### src/rtl/writeback_arbiter.sv
// writeback_arbiter: per-port result FIFOs drained round-robin into the single regbank write port, plus jump redirect.
// Optional WRITEBACK_BYPASS_EN lets an accepted input skip empty FIFOs straight into the output registers.
module writeback_arbiter #(
    parameter int DWIDTH = 32,
    parameter int AWIDTH = 7,
    parameter int DEPTH  = 4
) (
    input  logic              clk,
    input  logic              reset,
    input  logic              in0_valid,
    output logic              in0_ready,
    input  logic [AWIDTH-1:0] in0_rd,
    input  logic [DWIDTH-1:0] in0_data,
    input  logic              in0_jump,
    input  logic [31:0]       in0_jump_addr,
    input  logic              in1_valid,
    output logic              in1_ready,
    input  logic [AWIDTH-1:0] in1_rd,
    input  logic [DWIDTH-1:0] in1_data,
    output logic              write_valid,
    output logic [AWIDTH-1:0] write_address,
    output logic [DWIDTH-1:0] write_data,
    output logic              jump,
    output logic [31:0]       jump_addr
);
    localparam int PW = $clog2(DEPTH);
    localparam int CW = PW + 1;
    localparam logic [CW-1:0] FULL = CW'(DEPTH);

    logic [AWIDTH-1:0] mem_rd   [2][DEPTH];
    logic [DWIDTH-1:0] mem_data [2][DEPTH];
    logic [PW-1:0]     wptr  [2];
    logic [PW-1:0]     rptr  [2];
    logic [CW-1:0]     count [2];
    logic [AWIDTH-1:0] in_rd   [2];
    logic [DWIDTH-1:0] in_data [2];
    logic [1:0]        ne, acc, push, pop;
    logic              rr, byp, bsel, load;
    logic [AWIDTH-1:0] sel_rd;
    logic [DWIDTH-1:0] sel_data;

    assign in_rd[0]   = in0_rd;
    assign in_rd[1]   = in1_rd;
    assign in_data[0] = in0_data;
    assign in_data[1] = in1_data;
    // Ready depends only on reset and registered counts, never on valid.
    assign in0_ready  = !reset && count[0] != FULL;
    assign in1_ready  = !reset && count[1] != FULL;
    assign acc        = {in1_valid && in1_ready, in0_valid && in0_ready};
    assign ne         = {count[1] != '0, count[0] != '0};

    always_comb begin
`ifdef WRITEBACK_BYPASS_EN
        byp  = ne == 2'b00 && acc != 2'b00;
        bsel = &acc ? rr : acc[1];
`else
        byp  = 1'b0;
        bsel = 1'b0;
`endif
        pop[0]   = ne[0] && (!ne[1] || !rr);
        pop[1]   = ne[1] && (!ne[0] || rr);
        push[0]  = acc[0] && !(byp && !bsel);
        push[1]  = acc[1] && !(byp && bsel);
        load     = byp || |pop;
        sel_rd   = byp ? in_rd[bsel] : mem_rd[pop[1]][rptr[pop[1]]];
        sel_data = byp ? in_data[bsel] : mem_data[pop[1]][rptr[pop[1]]];
    end

    always_ff @(posedge clk) begin
        for (int p = 0; p < 2; p++)
            if (push[p]) begin
                mem_rd[p][wptr[p]]   <= in_rd[p];
                mem_data[p][wptr[p]] <= in_data[p];
            end
    end

    always_ff @(posedge clk or posedge reset) begin
        if (reset) begin
            for (int p = 0; p < 2; p++) begin
                wptr[p]  <= '0;
                rptr[p]  <= '0;
                count[p] <= '0;
            end
            rr            <= 1'b0;
            write_valid   <= 1'b0;
            write_address <= '0;
            write_data    <= '0;
            jump          <= 1'b0;
            jump_addr     <= '0;
        end else begin
            for (int p = 0; p < 2; p++) begin
                if (push[p]) wptr[p] <= wptr[p] + PW'(1);
                if (pop[p]) rptr[p] <= rptr[p] + PW'(1);
                count[p] <= count[p] + CW'(push[p]) - CW'(pop[p]);
            end
            if (&ne || (byp && &acc)) rr <= !rr;
            // Physical register 0 still consumes its slot but never strobes a write.
            write_valid <= load && sel_rd != '0;
            if (load) begin
                write_address <= sel_rd;
                write_data    <= sel_data;
            end
            jump <= acc[0] && in0_jump;
            if (acc[0] && in0_jump) jump_addr <= in0_jump_addr;
        end
    end
endmodule

### config.mk
export PLATFORM = sky130hd
export DESIGN_NAME = writeback_arbiter
export DESIGN_NICKNAME = d
export VERILOG_FILES = /design/src/rtl/writeback_arbiter.sv
export SDC_FILE = /design/constraint.sdc
export NUM_CORES = 1
export LEC_CHECK = 0
export CORE_ASPECT_RATIO = 1.2
export CORE_MARGIN = 3
export CORE_UTILIZATION = 50
export CTS_CLUSTER_SIZE = 14
export DETAILED_ROUTE_END_ITERATION = 6
export PLACE_DENSITY = 0.73
export SYNTH_ARGS = -nofsm -noshare
export SYNTH_HDL_FRONTEND = slang
export SYNTH_SLANG_ARGS = --single-unit
export TNS_END_PERCENT = 20
### constraint.sdc
create_clock -name clk -period 5.71 [get_ports clk]
set_clock_uncertainty 0.15 [all_clocks]
set_input_delay 0.571 -clock clk [delete_from_list [all_inputs] [get_ports clk]]
set_output_delay 0.571 -clock clk [all_outputs]
set_load 0.1 [all_outputs]
[Word level (Yosys, flattened, before mapping)]
Memories as Yosys holds them, arrays and structs flattened.
Index checks and enable logic that the tools add are counted.
Word-level totals
  flip-flop bits (word level): 88
  bits in latches: 0
  RAM bits: 312
  memory bits (read-only): 0
  input port bits: 115
  output and inout port bits: 75
  logic and storage cells: 78
  memories kept: 2
Cells by class
  $add $sub $neg: 8
  multiply operators: 0
  divide/modulo/power cells: 0
  order comparisons: 6
  eq/ne operators: 2
  shift-type cells: 0
  multiplexer cells: 23
  bitwise logic cells: 4
  reduce and logical (&&, ||, !) cells: 21
Memories
  mem_data: words 2, width 128, read ports 1, clocked after Yosys merged registers in 0, wr ports 2, RTL line 31  | logic [DWIDTH-1:0] mem_data [2][DEPTH];
  mem_rd: words 2, width 28, read ports 1, clocked after Yosys merged registers in 0, wr ports 2, RTL line 30  | logic [AWIDTH-1:0] mem_rd [2][DEPTH];
Operator list (count)
  $mux W128: 2
  $demux W32 S2: 2
  $mux W32: 4
  $bmux W32 S2: 1
  $mux W28: 2
  $demux W7 S2: 2
  $mux W7: 4
  $bmux W7 S2: 1
  $logic_and A1 B1 Y1: 10
  $ge A3 B3 Y1 const B: 3
  $not A2 Y3: 3
  $add A2 B1 Y2 const B: 4
  $reduce_bool A7 Y1: 1
  $add A3 B1 Y3: 2
  $lt A3 B1 Y1 const B: 2
  $mux W2: 3
  $ne A3 B3 Y1 const B: 2
  $reduce_bool A3 Y1: 2
  $sub A3 B1 Y3: 2
  $logic_not A1 Y1: 4
  $ge A2 B2 Y1 const B: 1
  $logic_or A1 B1 Y1: 2
  $mux W1: 2
  $not A1 Y2: 1
  other kinds (2): 2

[Depth between registers and ports, before layout]
  word-level depth: 14
  gate-level depth with buffers: 11
  mapped depth without buffers: 10

[Least setup slack after synthesis]
No wires, ideal clock.
  path kind: input port to flip-flop
  from: input port reset
  to: register count[5] (netlist name)
  library setup time: 0.123 ns
  data arrival time: 3.752 ns
  data required time: 5.437 ns
  setup slack: 1.685 ns
  cell stages on the path: 10
  path buffers: 1
  cells stage by stage: a21oi_1 > and2_1 > clkbuf_1 > inv_1 > ha_1 > inv_1 > ha_1 > fa_1 > xnor2_1 > xnor2_1
On the way
  word-level cells in the longest chain between the ends: 5
Ends and longest elaborated chain
  start, declared: RTL line 9  | input logic reset,
  $logic_not A1 Y1 (no line)
  $logic_and A1 B1 Y1: RTL line 47  | assign in0_ready = !reset && count[0] != FULL;
  $logic_and A1 B1 Y1: RTL line 49  | assign acc = {in1_valid && in1_ready, in0_valid && in0_ready};
  $add A3 B1 Y3: RTL line 94  | count[p] <= count[p] + CW'(push[p]) - CW'(pop[p]);
  $sub A3 B1 Y3: RTL line 94
  end signal, assigned by index: RTL line 94
  end, declared: RTL line 34  | logic [CW-1:0] count [2];
No other way between the ends.
A chain may end at the register's enable or synchronous reset.

[Worst setup path in the final report]
  from: input port reset
  to: output port in0_ready
On the way
  word-level cells in the longest chain between the ends: 2
Ends and longest elaborated chain
  $logic_not A1 Y1 (no line)
  $logic_and A1 B1 Y1: RTL line 47
  end, declared: RTL line 11  | output logic in0_ready,
No other way between the ends.

==> flow_summary_export.csv <==
group,metric,value,unit
global_route,grt_pass1_vias,9317,
cells_and_area,fillers,2235,
routing,vias,8874,
synth,ys_seq_area_frac,0.733,
routing,via_per_inst,5.65,
floorplanning,ioPinCount,190,
clock_tree,h-tree-depth,2,
timing,fin_crit,3380,ps
global_route,grt_remaining_overflow,0,
synth,ys_warn_count,0,
power,p_per_area,597,mW/mm^2
cells_and_area,seqCellArea,0.0116,sq mm
routing,wl,33500,um
place,hpwl,20000,um
place,dp.cells,1502,
clock_tree,post-cts-setup-buffers,0,
synth,syn_nets,1091,
synth,ys_async_sr_fraction,0.220,
floorplanning,core_area,0.0308,sq mm
global_route,track_usage,0.196,
clock_tree,cts_resized,0,
synth,synth_top_family_by_area,"multiplexers",
synth,postSynthCellCount,962,
synth,synth_xor_area_frac,0.00610,
setup_path,startpoint_type,"input port",
clock_tree,cts_tree,"done",
routing,avgRoutedWirePerCell,21.3,um
global_route,grt_pass1_wl,51800,um
synth,synth_cell_type_count,40,
power,power,11.5,mW
clock_tree,clockBufferDepth,3,
cells_and_area,nets,1275,
power,p_leak,6.91,nW
global_route,grt_max_degree,92,
timing,final-max-slew-violation-count,0,
setup_path,cp-end-kind,"output pin",
place,post-place-ws,2320,ps
routing,firstDrtPassIters,5,
timing,setup_tns,0,ps
timing,worst_slew_pin_slew,1030,ps
outcome,run_status,"complete, no violations",
cells_and_area,multi_input_area,0.00390,sq mm
synth,ys.flop_type,"edfxtp_1",
synth,synth_simple_gate_area_frac,0.0464,
place,gp_congestion,0.791,
setup_path,crit_arrival,2660,ps
routing,antenna_left,0,
run,drv_cap,0,
synth,synthMuxAreaShare,0.105,
synth,avgSynthCellArea,16.4,sq um
clock_tree,cts.sinks,400,
cells_and_area,layout_commonest_cell,"edfxtp_1",
setup_path,crit_type,"input port to output pin",
timing,setup_ws,2330,ps
timing,setup_viol,0,
timing,whs,352,ps
setup_path,cp.required,4990,ps
clock_tree,hold_buffers,0,
timing,hold_viol_final,0,
synth,synth_edf_count,312,
cells_and_area,layout_common_cells,"edfxtp_1 (312), clkdlybuf4s50_1 (189), dfrtp_1 (86)",
place,io_buffers,189,
clock_tree,clk_latency,520,ps
cells_and_area,areaGrowthSynthToFinish,22.0,%
timing,maxSlewHeadroom,0.310,
floorplanning,rows,70,
power,vdd_drop_max,0.000536,V
global_route,antenna_found_initial,2,
clock_tree,cts_root_buffer,"clkbuf_16",
routing,post-route-drc-count,0,
clock_tree,cts.clk_slew.worst_paths,60,ps
timing,min_period_over_period,0.592,
floorplanning,dieWidth,168,um
worst_hold_path,hp-class,"flop to flop",
floorplanning,design.die.area,0.0337,sq mm
cells_and_area,drive_above_1_share,0.132,
cells_and_area,instances_no_fill,1572,
synth,synthesis.area,0.0158,sq mm
clock_tree,numCtsBuffers,38,
setup_path,cp_max_fo,6,
synth,synth_compound_area_frac,0.0751,
routing,initialDrtViolationCount,582,
timing,rsz0062_at_grt,"false",
floorplanning,initial_core_util,0.512,
setup_path,reg2reg_depth,10,
timing,fmax,296,MHz
worst_hold_path,min_path_cells,1,
synth,ys_seq_elements,400,
floorplanning,die_y,201,um
synth,synthAdderAreaFrac,0.0120,
[kinds of logic after synthesis]
kind of cell | after synthesis
XOR/XNOR | 11
multiplexers | 148
adder cells (fa/ha/maj) | 14
buffers and inverters | 75
flip-flops | 400
AND/OR/NAND/NOR | 154
AO/OA/AOI/OAI | 160
[worst paths after layout]
kind	endpoint	startpoint	slack [ps]
min in group asynchronous	count[3]$_DFF_PP0_	reset	430
hold reg to reg	jump_addr[11]$_DFFE_PP0P_	jump_addr[11]$_DFFE_PP0P_	350
hold / removal	jump_addr[11]$_DFFE_PP0P_	jump_addr[11]$_DFFE_PP0P_	350
max in group asynchronous	write_data[2]$_DFFE_PP0P_	reset	3920
setup / recovery	in0_ready	reset	2330
setup reg to reg	count[5]$_DFF_PP0_	count[1]$_DFF_PP0_	2330
[routing by layer]
metal / up-vias / global-route usage / share of wire
met2: 325 / 0.337 / 0.50
li1: 4067 / - / -
met4: 2 / 0.0672 / 0.031
met5: - / 0 / 0.00039
met1: 4412 / 0.252 / 0.40
met3: 68 / 0.0353 / 0.065
[final cells by class]
type / instances / area share
inverters: 16 / 0.00325
diodes: 1 / 0.000130
repair buffers: 203 / 0.104
flip-flops and latches: 400 / 0.601
multi-input cells: 487 / 0.203
clock inverters: 18 / 0.00825
well taps: 396 / 0.0257
clock buffers: 51 / 0.0551
[cells in the mapped netlist, drive strengths merged (34+ instances only)]
master	count	area, sq um
a211o	34	298
a211oi	34	255
a31oi	35	219
buf	34	193
dfrtp	88	2200
edfxtp	312	9370
mux2	66	743
mux2i	74	741
nand2	48	180
nor2	43	161
nor2b	37	231
o211ai	34	255
[report_power, final]
| part | switching (mW) | total, mW | internal, mW |
|---|---|---|---|
| Sequential | 0.440 | 4.17 | 3.72 |
| Combinational | 3.32 | 4.88 | 1.55 |
| Clock | 1.01 | 2.45 | 1.44 |
[flip-flops by register name, summed over array words and instances (netlist names)]
signal         flops
wptr               4
write_valid        1
write_address      7
mem_data         256
count              6
write_data        32
rr                 1
mem_rd            56
jump               1
rptr               4
jump_addr         32
[worst max-delay path: stages]
cell	delay (ps)
clkdlybuf4s50_1	490
a21oi_1	370
clkdlybuf4s50_1	1230
[metrics by stage]
| step | instance area (sq um) | util |
|---|---|---|
| 2_1_floorplan | 15800 | - |
| 3_3_place_gp | 18000 | 0.585 |
| 3_5_place_dp | 18000 | 0.585 |
| 4_1_cts | 19300 | 0.625 |
| 5_1_grt | 19300 | 0.625 |
| 6_report | 19300 | 0.625 |
Note: power is estimated with default switching activity, not from simulation.
==> patch 1 (config.mk and constraints unchanged) <==
Change the parameter `DEPTH` from 4 to 2.
--- a/src/rtl/writeback_arbiter.sv
+++ b/src/rtl/writeback_arbiter.sv
@@ -5,3 +5,3 @@
     parameter int AWIDTH = 7,
-    parameter int DEPTH  = 4
+    parameter int DEPTH  = 2
 ) (
Behaviour: not the same (Yosys sat finds a counterexample within 4 cycles, from zero or initial values and one cycle with reset high).
==> patch 1 against the unedited design <==
- routed wire length shrank 44%
- critical path depth stayed put
- synthesized area down 42%
- final area is 38% lower
- utilization is 5.2 points higher
- setup slack better by 0.064 ns
- sequential cell count down 162
- critical path type unchanged
Power is not shown: default switching activity piles up to over one toggle a cycle in this logic, so the estimate is an artifact.
==> patch 1: results <==
{
  "grtUsageTotal_pct": 18.6,
  "nClkBuffers": 35,
  "antenna_cells": 0,
  "grt_max_degree": 83,
  "buffers": 194,
  "ys_types": 31,
  "drive_above_1_share_pct": 15.4,
  "grt_antenna_before_repair": 1,
  "nFillCells": 1216,
  "place_congestion": 0.748,
  "insertion_delay_ns": 0.50,
  "cts_max_level": 1,
  "status": "finished clean",
  "drtIter0Drc": 177,
  "worst_pin_slew_ns": 1.11,
  "grt_pass1_wl_um": 29200,
  "grt_pass1_vias": 5709,
  "ff_latch_area_um2": 6740,
  "synthTopCellsByCount": "edfxtp_1 (156), dfrtp_1 (82), nand2_1 (79)",
  "drt_pass1_iterations": 4,
  "synthArstFlopShare_pct": 34.5,
  "max_stage_delay_ns": 1.20,
  "clock_area_share_pct": 6.48,
  "inv_count": 7,
  "syn_nets": 702,
  "clock-sinks": 238,
  "critPathArrivalTime_ns": 2.60,
  "yosysSeqAreaShare_pct": 74.0,
  "multi_input_area_share_pct": 18.6,
  "synth.area.top_cells": "edfxtp_1 (51%), dfrtp_1 (23%), mux2_2 (8.7%)",
  "wire_per_inst_um": 18.6
}
[patch 1: through the flow]
| step | setup slack [ns] | utilization, % | instances | area (um2) | hold WS, ns |
|---|---|---|---|---|---|
| floorplan | 0.890 | - | 583 | 9100 | 0.311 |
| global placement | 2.39 | 63.2 | 967 | 11200 | 0.311 |
| detailed placement | 2.37 | 63.2 | 967 | 11200 | 0.320 |
| CTS | 2.36 | 67.6 | 1011 | 12000 | 0.334 |
| global route | 2.33 | 67.6 | 1011 | 12000 | 0.351 |
| finish | 2.39 | 67.6 | 1011 | 12000 | 0.328 |
[patch 1: critical path, delay by kind of cell]
kind	cells	cell delay, ns
AO/OA/AOI/OAI	1	0.32
buffers and inverters	2	1.70
[patch 1: logic make-up after synthesis]
family          count (synthesis)  synth area share, %
buf+inv                        37                 1.76
flops                         238                 74.0
compound gates                 82                 4.73
mux                           110                 13.1
xor+xnor                        9                0.867
simple gates                  103                 4.98
fa+ha+maj                       4                0.550
[patch 1: path summary, 6_finish.rpt]
kind                       cells past startpoint  slack (ns)             to           from
min in group asynchronous                      2        0.64  write_data[4]          reset
hold / removal                                 2        0.33  write_data[1]  write_data[1]
setup / recovery                               3        2.39      in0_ready          reset
setup reg to reg                               6        2.99    write_valid       count[3]
hold reg to reg                                2        0.33  write_data[1]  write_data[1]
max in group asynchronous                      2        4.07        rptr[0]          reset
[patch 1: routing by layer]
layer	vias up	wire, um	share of wire (%)	global-route usage (%)
met2	197	9690	52	33.3
li1	2512	-	-	-
met4	2	383	2.0	5.15
met3	32	1300	6.9	4.34
met1	2568	7410	39	22.3
met5	-	9	0.048	0
==> patch 2 (same flow settings) <==
Made on the original files. Make the reset (`reset`) synchronous in one clocked block.
--- a/src/rtl/writeback_arbiter.sv
+++ b/src/rtl/writeback_arbiter.sv
@@ -76,3 +76,3 @@
 
-    always_ff @(posedge clk or posedge reset) begin
+    always_ff @(posedge clk) begin
         if (reset) begin
Formal check against the unedited RTL: differs if reset is asserted again (counterexample within 4 cycles, from zero or initial values and one cycle with reset high); with reset held inactive, the same outputs for 4 cycles.
==> patch 2 against the unedited design <==
- sequential share of layout area is 0.94 points lower
- power fell by 19%
- setup slack got worse by 0.11 ns
- synthesized area down 1.8%
- routed wire length shrank 2.6%
- sequential cell count is the same
- final area is 1.6% lower
- utilization down 0.49 points
- non-clock buffer count up 1
- critical endpoint is now in1_ready
- largest cell class unchanged
- highest routed layer unchanged
==> patch 2: results <==
{
  "status": "finished clean",
  "dr_wl_met2_um": 16300,
  "multiInputGateArea_um2": 3940,
  "place_congestion": 0.797,
  "buf_share_pct": 10.6,
  "dr_wl_met3_um": 1930,
  "seq_power_w": 0.00366,
  "wire_per_inst_um": 20.1,
  "grt_pass1_wl_um": 49500,
  "syn_area_per_cell_um2": 15.3,
  "grt_antenna_before_repair": 5,
  "yosysSeqAreaShare_pct": 72.3,
  "multi_input_cells": 534,
  "ff2ff_setup_slack_ns": 2.29,
  "grt_max_degree": 153,
  "p_leak_nw": 6.50,
  "drtIter0Drc": 772,
  "nClkBuffers": 56,
  "grtUsageMet2_pct": 32.8,
  "drive_above_1_share_pct": 8.33,
  "grt_use_met3_pct": 4.07,
  "syn_to_final_growth_pct": 22.2,
  "max_stage_delay_ns": 1.25,
  "antenna_cells": 3,
  "num_vias": 9062,
  "synth.area.top_cells": "edfxtp_1 (62%), dfxtp_1 (10%), a211oi_1 (7.0%)",
  "dpl_cell_area_um2": 17700,
  "synthXorXnorAreaFrac_pct": 0.339,
  "r2r_cells": 7,
  "pwr_density_cell_nw_per_um2": 492,
  "clock_area_share_pct": 6.48,
  "synthAdderAreaFrac_pct": 1.23,
  "synth_compound_area_share_pct": 11.2,
  "worst_pin_slew_ns": 1.21,
  "r2r_start": "count[0][4]",
  "syn_area_um2": 15500,
  "ys_types": 44,
  "nets": 1324,
  "min_period_over_period_pct": 61.1,
  "buffers": 204
}
==> patch 2: changes by cell type after synthesis, moves of 8 or more <==
| cell | before | now |
|---|---|---|
| a211oi_1 | 34 | 144 |
| dfrtp_1 | 88 | 0 |
| dfxtp_1 | 0 | 80 |
| mux2_2 | 66 | 2 |
| nor2b_1 | 37 | 78 |
| o211ai_1 | 34 | 0 |
| a31oi_1 | 35 | 4 |
| a21oi_1 | 5 | 34 |
| nand2_1 | 48 | 74 |
| nor2_1 | 43 | 19 |
| edfxtp_1 | 312 | 320 |
==> patch 2: worst min path at each step <==
stage / startpoint / end / slack [ns] / cells past startpoint
finish: jump_addr[24] / jump_addr[24] / 0.30 / 2
global route: write_data[27] / write_data[27] / 0.32 / 1
CTS: jump_addr[6] / jump_addr[6] / 0.31 / 2
detailed placement: jump_addr[24] / jump_addr[24] / 0.30 / 2
global placement: jump_addr[30] / jump_addr[30] / 0.29 / 2
floorplan: count[0][4] / count[0][5] / 0.38 / 2
